<file path="src/rtl/btn_latch_pkg.sv">
// rtl/btn_latch_pkg.sv - shared mode encoding and counter sizing for btn_latch_bank
package btn_latch_pkg;

  typedef enum logic [1:0] {
    MODE_TRANSPARENT = 2'b00,
    MODE_CAPTURE     = 2'b01,
    MODE_TOGGLE      = 2'b10,
    MODE_SETCLR      = 2'b11
  } mode_e;

  // Width of a counter that must hold 0..cycles-1; never narrower than one bit.
  function automatic int cnt_width(input int cycles);
    return (cycles < 2) ? 1 : $clog2(cycles);
  endfunction

  localparam int DEBOUNCE_CYCLES_DFLT = 270000;
  localparam int DEBOUNCE_CNT_W_DFLT  = cnt_width(DEBOUNCE_CYCLES_DFLT);

endpackage

</file>
<file path="src/rtl/btn_debounce.sv">
// rtl/btn_debounce.sv - polarity normalise, 2-flop sync, debounce and press detect for one button
module btn_debounce
  import btn_latch_pkg::*;
#(
  parameter int DEBOUNCE_CYCLES = DEBOUNCE_CYCLES_DFLT,
  parameter bit ACTIVE_LOW      = 1'b1
) (
  input  logic clk,
  input  logic rst_n,
  input  logic btn_i,
  output logic state_o,
  output logic press_o
);

  localparam int              CNT_W    = cnt_width(DEBOUNCE_CYCLES);
  localparam logic [CNT_W-1:0] CNT_LAST = CNT_W'(DEBOUNCE_CYCLES - 1);

  logic             sync1_q, sync2_q;
  logic             state_q, state_d;
  logic             prev_q;
  logic [CNT_W-1:0] cnt_q, cnt_d;

  // Any cycle where the synchronised value agrees with the accepted state restarts the count.
  always_comb begin
    state_d = state_q;
    cnt_d   = '0;
    if (sync2_q != state_q) begin
      if (cnt_q == CNT_LAST) begin
        state_d = sync2_q;
      end else begin
        cnt_d = cnt_q + 1'b1;
      end
    end
  end

  always_ff @(posedge clk or negedge rst_n) begin
    if (!rst_n) begin
      sync1_q <= 1'b0;
      sync2_q <= 1'b0;
      state_q <= 1'b0;
      prev_q  <= 1'b0;
      cnt_q   <= '0;
    end else begin
      sync1_q <= btn_i ^ ACTIVE_LOW;
      sync2_q <= sync1_q;
      state_q <= state_d;
      prev_q  <= state_q;
      cnt_q   <= cnt_d;
    end
  end

  assign state_o = state_q;
  assign press_o = state_q & ~prev_q;

endmodule

</file>
<file path="src/rtl/btn_latch_bank.sv">
// rtl/btn_latch_bank.sv - debounced button bank driving LEDs by mode; BTN_LATCH_BLINK_EN adds SETCLR blink
module btn_latch_bank
  import btn_latch_pkg::*;
#(
  parameter int CHANNELS          = 4,
  parameter int DEBOUNCE_CYCLES   = 270000,
  parameter int ACTIVE_LOW        = 1,
  parameter int BLINK_HALF_PERIOD = 6750000
) (
  input  logic                clk,
  input  logic                rst_n,
  input  logic                btn_gate,
  input  logic [CHANNELS-1:0] btn_data,
  input  logic [1:0]          mode,
  output logic [CHANNELS-1:0] led,
  output logic [CHANNELS-1:0] press
);

  logic                gate_state, gate_press;
  logic [CHANNELS-1:0] data_state, data_press;
  mode_e               mode_q;
  logic [CHANNELS-1:0] led_q, led_d;
  logic [CHANNELS-1:0] press_q;

  btn_debounce #(
    .DEBOUNCE_CYCLES(DEBOUNCE_CYCLES),
    .ACTIVE_LOW     (ACTIVE_LOW != 0)
  ) u_gate (
    .clk    (clk),
    .rst_n  (rst_n),
    .btn_i  (btn_gate),
    .state_o(gate_state),
    .press_o(gate_press)
  );

  for (genvar g = 0; g < CHANNELS; g++) begin : g_data
    btn_debounce #(
      .DEBOUNCE_CYCLES(DEBOUNCE_CYCLES),
      .ACTIVE_LOW     (ACTIVE_LOW != 0)
    ) u_data (
      .clk    (clk),
      .rst_n  (rst_n),
      .btn_i  (btn_data[g]),
      .state_o(data_state[g]),
      .press_o(data_press[g])
    );
  end

  always_comb begin
    led_d = led_q;
    unique case (mode_q)
      MODE_TRANSPARENT: if (gate_state) led_d = data_state;
      MODE_CAPTURE:     if (gate_press) led_d = data_state;
      MODE_TOGGLE:      led_d = led_q ^ data_press;
      // A simultaneous gate press clears everything except the channels pressed this cycle.
      MODE_SETCLR:      led_d = gate_press ? data_press : (led_q | data_press);
      default:          led_d = led_q;
    endcase
  end

  always_ff @(posedge clk or negedge rst_n) begin
    if (!rst_n) begin
      mode_q  <= MODE_TRANSPARENT;
      led_q   <= '0;
      press_q <= '0;
    end else begin
      mode_q  <= mode_e'(mode);
      led_q   <= led_d;
      press_q <= data_press;
    end
  end

  assign press = press_q;

`ifdef BTN_LATCH_BLINK_EN
  localparam int               BLINK_W    = cnt_width(BLINK_HALF_PERIOD);
  localparam logic [BLINK_W-1:0] BLINK_LAST = BLINK_W'(BLINK_HALF_PERIOD - 1);

  logic [BLINK_W-1:0] blink_cnt_q;
  logic               blink_q;

  always_ff @(posedge clk or negedge rst_n) begin
    if (!rst_n) begin
      blink_cnt_q <= '0;
      blink_q     <= 1'b0;
    end else if (blink_cnt_q == BLINK_LAST) begin
      blink_cnt_q <= '0;
      blink_q     <= ~blink_q;
    end else begin
      blink_cnt_q <= blink_cnt_q + 1'b1;
    end
  end

  // Blinking masks only the pins; led_q keeps the latched state.
  assign led = (mode_q == MODE_SETCLR) ? (led_q & {CHANNELS{blink_q}}) : led_q;
`else
  logic [31:0] unused_blink_half;
  assign unused_blink_half = 32'(BLINK_HALF_PERIOD);
  assign led               = led_q;
`endif

endmodule
</file>
<file path="config.mk">
export PLATFORM = sky130hd
export DESIGN_NAME = btn_latch_bank
export DESIGN_NICKNAME = d
export VERILOG_FILES = /design/src/rtl/btn_latch_pkg.sv /design/src/rtl/btn_debounce.sv /design/src/rtl/btn_latch_bank.sv
export SDC_FILE = /design/constraint.sdc
export NUM_CORES = 1
export LEC_CHECK = 0
export CAP_MARGIN = 40
export CORE_UTILIZATION = 60
export DETAILED_ROUTE_END_ITERATION = 10
export GPL_ROUTABILITY_DRIVEN = 1
export GPL_TIMING_DRIVEN = 0
export PLACE_DENSITY_LB_ADDON = 0.12
export SETUP_SLACK_MARGIN = 0.5
export SYNTH_ARGS = -nofsm -noshare
export SYNTH_HDL_FRONTEND = slang
export SYNTH_SLANG_ARGS = --single-unit
</file>
<file path="constraint.sdc">
create_clock -name clk -period 2.5 [get_ports clk]
set_input_delay 0.5 -clock clk [delete_from_list [all_inputs] [get_ports clk]]
set_output_delay 0.5 -clock clk [all_outputs]
set_load 0.02 [all_outputs]
</file>
==> impl_metrics.json <==
{
  "status": "finished clean",
  "worst_pin_slew_ns": 0.4796,
  "postRouteWirelength_um": 11930,
  "grt_setup_unrepaired": "false",
  "timing.final.crit_share": 0.7746,
  "synth_cell_type_count": 40,
  "ir_worst_vdd_uv": 526.7,
  "cp.buffers_inverters": 1,
  "synthesis.nets": 600,
  "p_per_area_nw_per_um2": 642.0,
  "drcViolationCount": 0,
  "io_buffers": 16,
  "residual_overflow_from_global_routing": 0,
  "vias": 4388,
  "ratio_of_cells_with_drive_above_1_in_the_final_layout": 0.1092,
  "ctsLongestPathBuffers": 2,
  "floorplan.die.height_um": 101.6,
  "ys_seq_elements": 125,
  "floorplan.die_area_um2": 10320,
  "clock_sink_count": 125,
  "maxSlewViolCount": 0,
  "nets": 646,
  "drt_iter0_markers": 217,
  "dp_cell_count": 728,
  "critical_path.top_delay_family": "buffers and inverters",
  "power.static_leakage_nw": 3.126,
  "floorplan.initialDensity": 0.6320,
  "synth-warning-count": 0,
  "synthDominantAreaCellType": "dfrtp_1",
  "antenna_cells": 0,
  "max_clock_freq_mhz": 516.4,
  "die_width_um": 101.6,
  "worst_path_cell_chain": "clkdlybuf4s50_1",
  "grt_pass1_vias": 4225,
  "pin_count": 17,
  "report.final.hold_viol_count": 0,
  "timing.slew.headroom": 0.6776,
  "clock_tree_from_tritoncts": "done",
  "fin_worst_skew_ns": 0.007520,
  "syn_avg_cell_area_um2": 10.22,
  "clock_latency_ns": 0.53,
  "post_synth_main_area_contributors": "dfrtp_1, xor2_1, nor2_1, xnor2_1, nand4_1",
  "drv.max_cap_violation_count": 0,
  "grt_pass1_wl_um": 19620,
  "ys_seq_area_frac": 0.5257,
  "timing.setup.critical_path_class": "reg -> out",
  "first_pass_detailed_route_iteration_total": 4,
  "cts.clk_slew.worst_paths_ns": 0.06,
  "clk_root_buffer_cell": "clkbuf_8",
  "detail_route.wl_per_cell_um": 15.49,
  "mappedNetlistArea_um2": 5951,
  "critical_path.startpoint_type": "register",
  "viasPerCell": 5.699,
  "numCtsBuffers": 17,
  "core_box_area_um2": 9415,
  "placementRows": 35,
  "grt_usage": 0.2493,
  "synthDominantCellAreaShare": 0.5257,
  "arrival_ns": 1.44,
  "synthesis.instances": 582,
  "critPathRequiredTime_ns": 2.00,
  "setup_viol": 0,
  "detail-route-antenna-nets": 0,
  "layout.core_utilization": 0.7429,
  "grt_max_degree": 90,
  "crit_path_max_incr_delay_ns": 0.59,
  "cpMaxStageDelayCell": "clkdlybuf4s50_1",
  "routabilityCongestion": 0.8536,
  "largest_fanout_of_any_net_on_the_critical_path": 1,
  "number_of_antenna_violations_at_the_first_check_in_global_routing": 0,
  "number_of_h_tree_levels": 4,
  "areaGrowthSynthToFinish_pct": 17.54,
  "crit_path_end_kind": "primary output",
  "min_period_ns": 1.936,
  "estimated_wirelength_of_the_detail_placed_design_um": 7521,
  "finish.cell_count_without_fillers": 770,
  "min_path_type": "reg -> reg",
  "finalHoldWorstSlack_ns": 0.3492
}
[layer usage]
layer,part of all wire,vias up,GRT usage
met4,0.018,0,0.08807
met5,0,-,0
li1,-,2121,-
met2,0.50,101,0.4132
met3,0.038,22,0.06970
met1,0.44,2144,0.3143
[layout by cell type (no fill, tap or decap), types with 7 or more instances in the layout]
cell	netlist	layout
a21oi_1	15	15
and3_1	11	11
and4_1	12	12
buf_4	0	8
clkbuf_1	11	11
clkbuf_16	0	16
clkdlybuf4s50_1	0	8
dfrtp_1	125	125
ha_1	9	7
inv_1	25	25
mux2i_1	15	15
nand2_1	24	24
nand3_1	32	32
nand4_1	35	35
nor2_1	96	96
nor3_1	8	8
nor4_1	20	19
o21ai_0	12	12
or3_1	11	11
xnor2_1	33	33
xor2_1	42	42
[synthesized netlist by cell type (all sizes together)]
| cell type | instances |
|---|---|
| dfrtp | 125 |
| nor2 | 96 |
| xor2 | 42 |
| nand4 | 37 |
| nand3 | 33 |
| xnor2 | 33 |
| inv | 25 |
| nand2 | 24 |
| nor4 | 20 |
| a21oi | 15 |
| mux2i | 15 |
| o21ai | 15 |
| and4 | 13 |
| and3 | 11 |
| clkbuf | 11 |
| or3 | 11 |
| buf | 9 |
| ha | 9 |
| nor3 | 8 |
| mux2 | 5 |
| and2 | 4 |
| nand2b | 4 |
| nor2b | 3 |
| nor4b | 3 |
| or4 | 3 |
| o41ai | 2 |
| a21boi | 1 |
| nor4bb | 1 |
| o211a | 1 |
| o21ba | 1 |
| o31a | 1 |
| or4b | 1 |
[what timing repair did]
item	4_1_cts	5_1_grt
pin swaps	1	5
resized for setup	9	10
gates cloned	0	0
endpoints found under the setup margin	44	55
endpoints found under the hold margin	36	0
hold buffers	1	0
buffers inserted	0	8
[state kept, by name, summed over array words and instances (netlist names)]
name                   cells
g_data.u_data.cnt_q       76
u_gate.cnt_q              19
g_data.u_data.prev_q       4
g_data.u_data.state_o      4
g_data.u_data.sync1_q      4
g_data.u_data.sync2_q      4
led                        4
press                      4
mode_q                     2
u_gate.prev_q              1
u_gate.state_o             1
u_gate.sync1_q             1
u_gate.sync2_q             1
[power breakdown]
| group | switching (mW) | leakage, nW | internal [mW] |
|---|---|---|---|
| clock network | 0.917 | 0.267 | 1.34 |
| registers | 0.0273 | 1.71 | 2.05 |
| logic | 0.0935 | 1.15 | 0.0589 |
[layout make-up]
type | instances | area, um^2
sequential | 125 | 3128
multi-input combinational | 412 | 2703
fill | 658 | 2421
clock buffer | 18 | 427.9
timing repair buffer | 27 | 262.8
tap | 129 | 161.4
clock inverter | 14 | 121.4
buffer | 20 | 96.34
inverter | 25 | 93.84
[final timing paths]
path / start / to / slack [ns] / cells after the start
hold / removal: g_data[1].u_data.sync1_q / g_data[1].u_data.sync2_q / 0.35 / 0
setup reg to reg: g_data[2].u_data.cnt_q[13] / g_data[2].u_data.cnt_q[13] / 0.60 / 5
max in group asynchronous: rst_n / g_data[3].u_data.cnt_q[12] / 1.30 / 3
min in group asynchronous: rst_n / u_gate.cnt_q[1] / 0.45 / 2
hold reg to reg: g_data[1].u_data.sync1_q / g_data[1].u_data.sync2_q / 0.35 / 0
setup / recovery: press[2] / press[2] / 0.56 / 1
[per-stage QoR]
stage	cell area, um^2	power (mW)	worst slack (ns)	setup TNS (ns)
3_5_place_dp	6301	2.255	0.2858	0
6_report	6994	4.490	0.5636	0
5_1_grt	6994	4.645	0.5024	0
2_1_floorplan	5951	2.175	0.6917	0
3_3_place_gp	6272	2.245	-3.774	-470.63
4_1_cts	6884	4.514	0.5064	0
[cell families (layout without fill, tap and decap cells)]
group	count (synthesis)	in the layout	synth area share
multiplexers	20	20	0.03469
adder cells (fa/ha/maj)	9	9	0.01892
AND/OR/NAND/NOR	272	272	0.2393
flip-flops	125	125	0.5257
AO/OA/AOI/OAI	36	36	0.03995
buffers and inverters	45	104	0.03112
XOR/XNOR	75	75	0.1104
Note: power is estimated with default switching activity, not from simulation.
==> RTL edit: new RTL, config.mk and constraints unchanged <==
`ACTIVE_LOW` is set to 1 in 2 places; all go to 0.
--- a/src/rtl/btn_debounce.sv
+++ b/src/rtl/btn_debounce.sv
@@ -3,7 +3,7 @@
   import btn_latch_pkg::*;
 #(
   parameter int DEBOUNCE_CYCLES = DEBOUNCE_CYCLES_DFLT,
-  parameter bit ACTIVE_LOW      = 1'b1
+  parameter bit ACTIVE_LOW      = 1'b0
 ) (
   input  logic clk,
   input  logic rst_n,
--- a/src/rtl/btn_latch_bank.sv
+++ b/src/rtl/btn_latch_bank.sv
@@ -4,7 +4,7 @@
 #(
   parameter int CHANNELS          = 4,
   parameter int DEBOUNCE_CYCLES   = 270000,
-  parameter int ACTIVE_LOW        = 1,
+  parameter int ACTIVE_LOW        = 0,
   parameter int BLINK_HALF_PERIOD = 6750000
 ) (
   input  logic                clk,
Function: same outputs for any inputs over 10 cycles, from zero or initial values and one cycle with rst_n low; that may be too few to reach the edited logic, so the function may still have changed.
==> RTL edit against the original RTL <==
Area after synthesis stayed put; count of clock-buffer cells in the layout is 1 higher; combinational power hardly changed; sequential cell count stayed put; total power is 5.0% higher; setup slack worse by 2.1 ps; wire length is 4.3% lower; cell area is 0.39% higher; critical path type unchanged; largest power group unchanged.
==> RTL edit: results (changes against the original RTL) <==
<table>
<tr><th>Metric</th><th>Value</th></tr>
<tr><th colspan="2">Run status</th></tr>
<tr><td>Outcome</td><td>finished, final reports clean</td></tr>
<tr><th colspan="2">Critical path</th></tr>
<tr><td>RR Startpoint</td><td>g_data[3].u_data.cnt_q[4]</td></tr>
<tr><td>RR Endpoint</td><td>g_data[3].u_data.cnt_q[9]</td></tr>
<tr><td>Slowest stage cell on the critical path</td><td>sky130_fd_sc_hd__clkdlybuf4s50_1</td></tr>
<tr><td>Number of cell instances on the worst register-to-register path</td><td>6 (+1)</td></tr>
<tr><th colspan="2">Timing</th></tr>
<tr><td>Setup TNS</td><td>0 ps (unchanged)</td></tr>
<tr><td>Worst Skew</td><td>9.83 ps (+2.31 ps)</td></tr>
<tr><td>Worst hold slack</td><td>348 ps (-1.24 ps)</td></tr>
<tr><td>Normalized max-slew margin</td><td>0.612 (-0.0658)</td></tr>
<tr><th colspan="2">Drt</th></tr>
<tr><td>Total vias in the final route</td><td>4,263 (-2.8%)</td></tr>
<tr><td>WL/cell</td><td>15.1 um (-2.6%)</td></tr>
<tr><td>Violation count after the first detailed-route iteration</td><td>143 (-34%)</td></tr>
<tr><td>Total wire length</td><td>11,400 um (-4.3%)</td></tr>
<tr><th colspan="2">Placed design</th></tr>
<tr><td>Placed cells</td><td>715 (-1.8%)</td></tr>
<tr><td>HPWL after detailed placement</td><td>7390 um (-1.8%)</td></tr>
<tr><td>Post-placement worst setup slack</td><td>404 ps (+119 ps)</td></tr>
<tr><th colspan="2">Global route</th></tr>
<tr><td>Combined global-route utilization of all metal layers</td><td>0.250 (+0.000751)</td></tr>
<tr><td>Largest net degree at the start of global routing</td><td>76 (-16%)</td></tr>
<tr><th colspan="2">Yosys</th></tr>
<tr><td>Mapped Nets</td><td>587 (-2.2%)</td></tr>
<tr><td>Count of warnings emitted by yosys</td><td>0 (unchanged)</td></tr>
<tr><td>Mean Syn Cell Area</td><td>10.5 um2 (+2.3%)</td></tr>
<tr><td>Mux cell area share after synthesis</td><td>0.0296 (-0.00505)</td></tr>
<tr><td>Xor/xnor share of the synthesized area</td><td>0.115 (+0.00442)</td></tr>
<tr><td>Share of the synthesized area in compound gates (AO/OA/AOI/OAI)</td><td>0.0416 (+0.00168)</td></tr>
<tr><th colspan="2">Hold path</th></tr>
<tr><td>Endpoint with the worst hold slack</td><td>g_data[0].u_data.sync2_q</td></tr>
<tr><td>Worst Hold Launch</td><td>g_data[0].u_data.sync1_q</td></tr>
<tr><th colspan="2">Layout</th></tr>
<tr><td>Fraction of layout instances using a drive strength above 1</td><td>0.121 (+0.0118)</td></tr>
<tr><th colspan="2">Power</th></tr>
<tr><td>Largest vdd supply drop</td><td>0.593 mV (+13%)</td></tr>
<tr><td>Leakage dissipation</td><td>3.07 nW (-1.7%)</td></tr>
</table>
==> RTL edit: kinds of logic after synthesis <==
group | after synthesis
muxes | 17
buffers and inverters | 34
DFF | 125
and+or+nand+nor | 274
AOI/OAI and AO/OA | 32
adders and majority gates | 9
xor gates and xnor gates | 78
==> RTL edit: area by class of cell <==
cell class | instances | area (um2)
Sequential cell | 125 | 3130
Multi-Input combinational cell | 410 | 2690
Fill cell | 669 | 2390
Clock buffer | 19 | 442
Timing Repair Buffer | 27 | 273
Clock inverter | 13 | 165
Tap cell | 129 | 161
Buffer | 15 | 90.1
Inverter | 19 | 71.3
==> RTL edit: worst max-delay path by stage <==
| stage | end | slack (ps) | depth (start not counted) | from |
|---|---|---|---|---|
| 2_1_floorplan | g_data[1].u_data.cnt_q[13] | 750 | 7 | g_data[1].u_data.cnt_q[0] |
| 3_3_place_gp | g_data[1].u_data.cnt_q[0] | -3800 | 1 | rst_n |
| 3_5_place_dp | g_data[1].u_data.cnt_q[12] | 400 | 7 | g_data[1].u_data.cnt_q[0] |
| 4_1_cts | press[3] | 500 | 1 | press[3] |
| 5_1_grt | press[0] | 510 | 1 | press[0] |
| 6_report | press[0] | 560 | 1 | press[0] |
==> RTL edit: timing repair <==
| item | 4_1_cts | 5_1_grt |
|---|---|---|
| buffers inserted | 4 | 4 |
| pin swaps | 2 | 3 |
| gates resized for setup | 8 | 6 |
| endpoints found under the hold margin | 50 | 0 |
| hold buffers | 1 | 0 |
| setup endpoints to repair | 35 | 54 |
==> RTL edit: metal layers <==
metal | GRT usage | routed length (um)
met1 | 0.315 | 5280
met2 | 0.409 | 5620
met3 | 0.0635 | 309
met4 | 0.113 | 212
met5 | 0 | 0
==> RTL edit: power breakdown <==
part           internal [mW]  switching [mW]
clock network           1.57           0.906
registers               2.05          0.0282
logic                 0.0604          0.0915
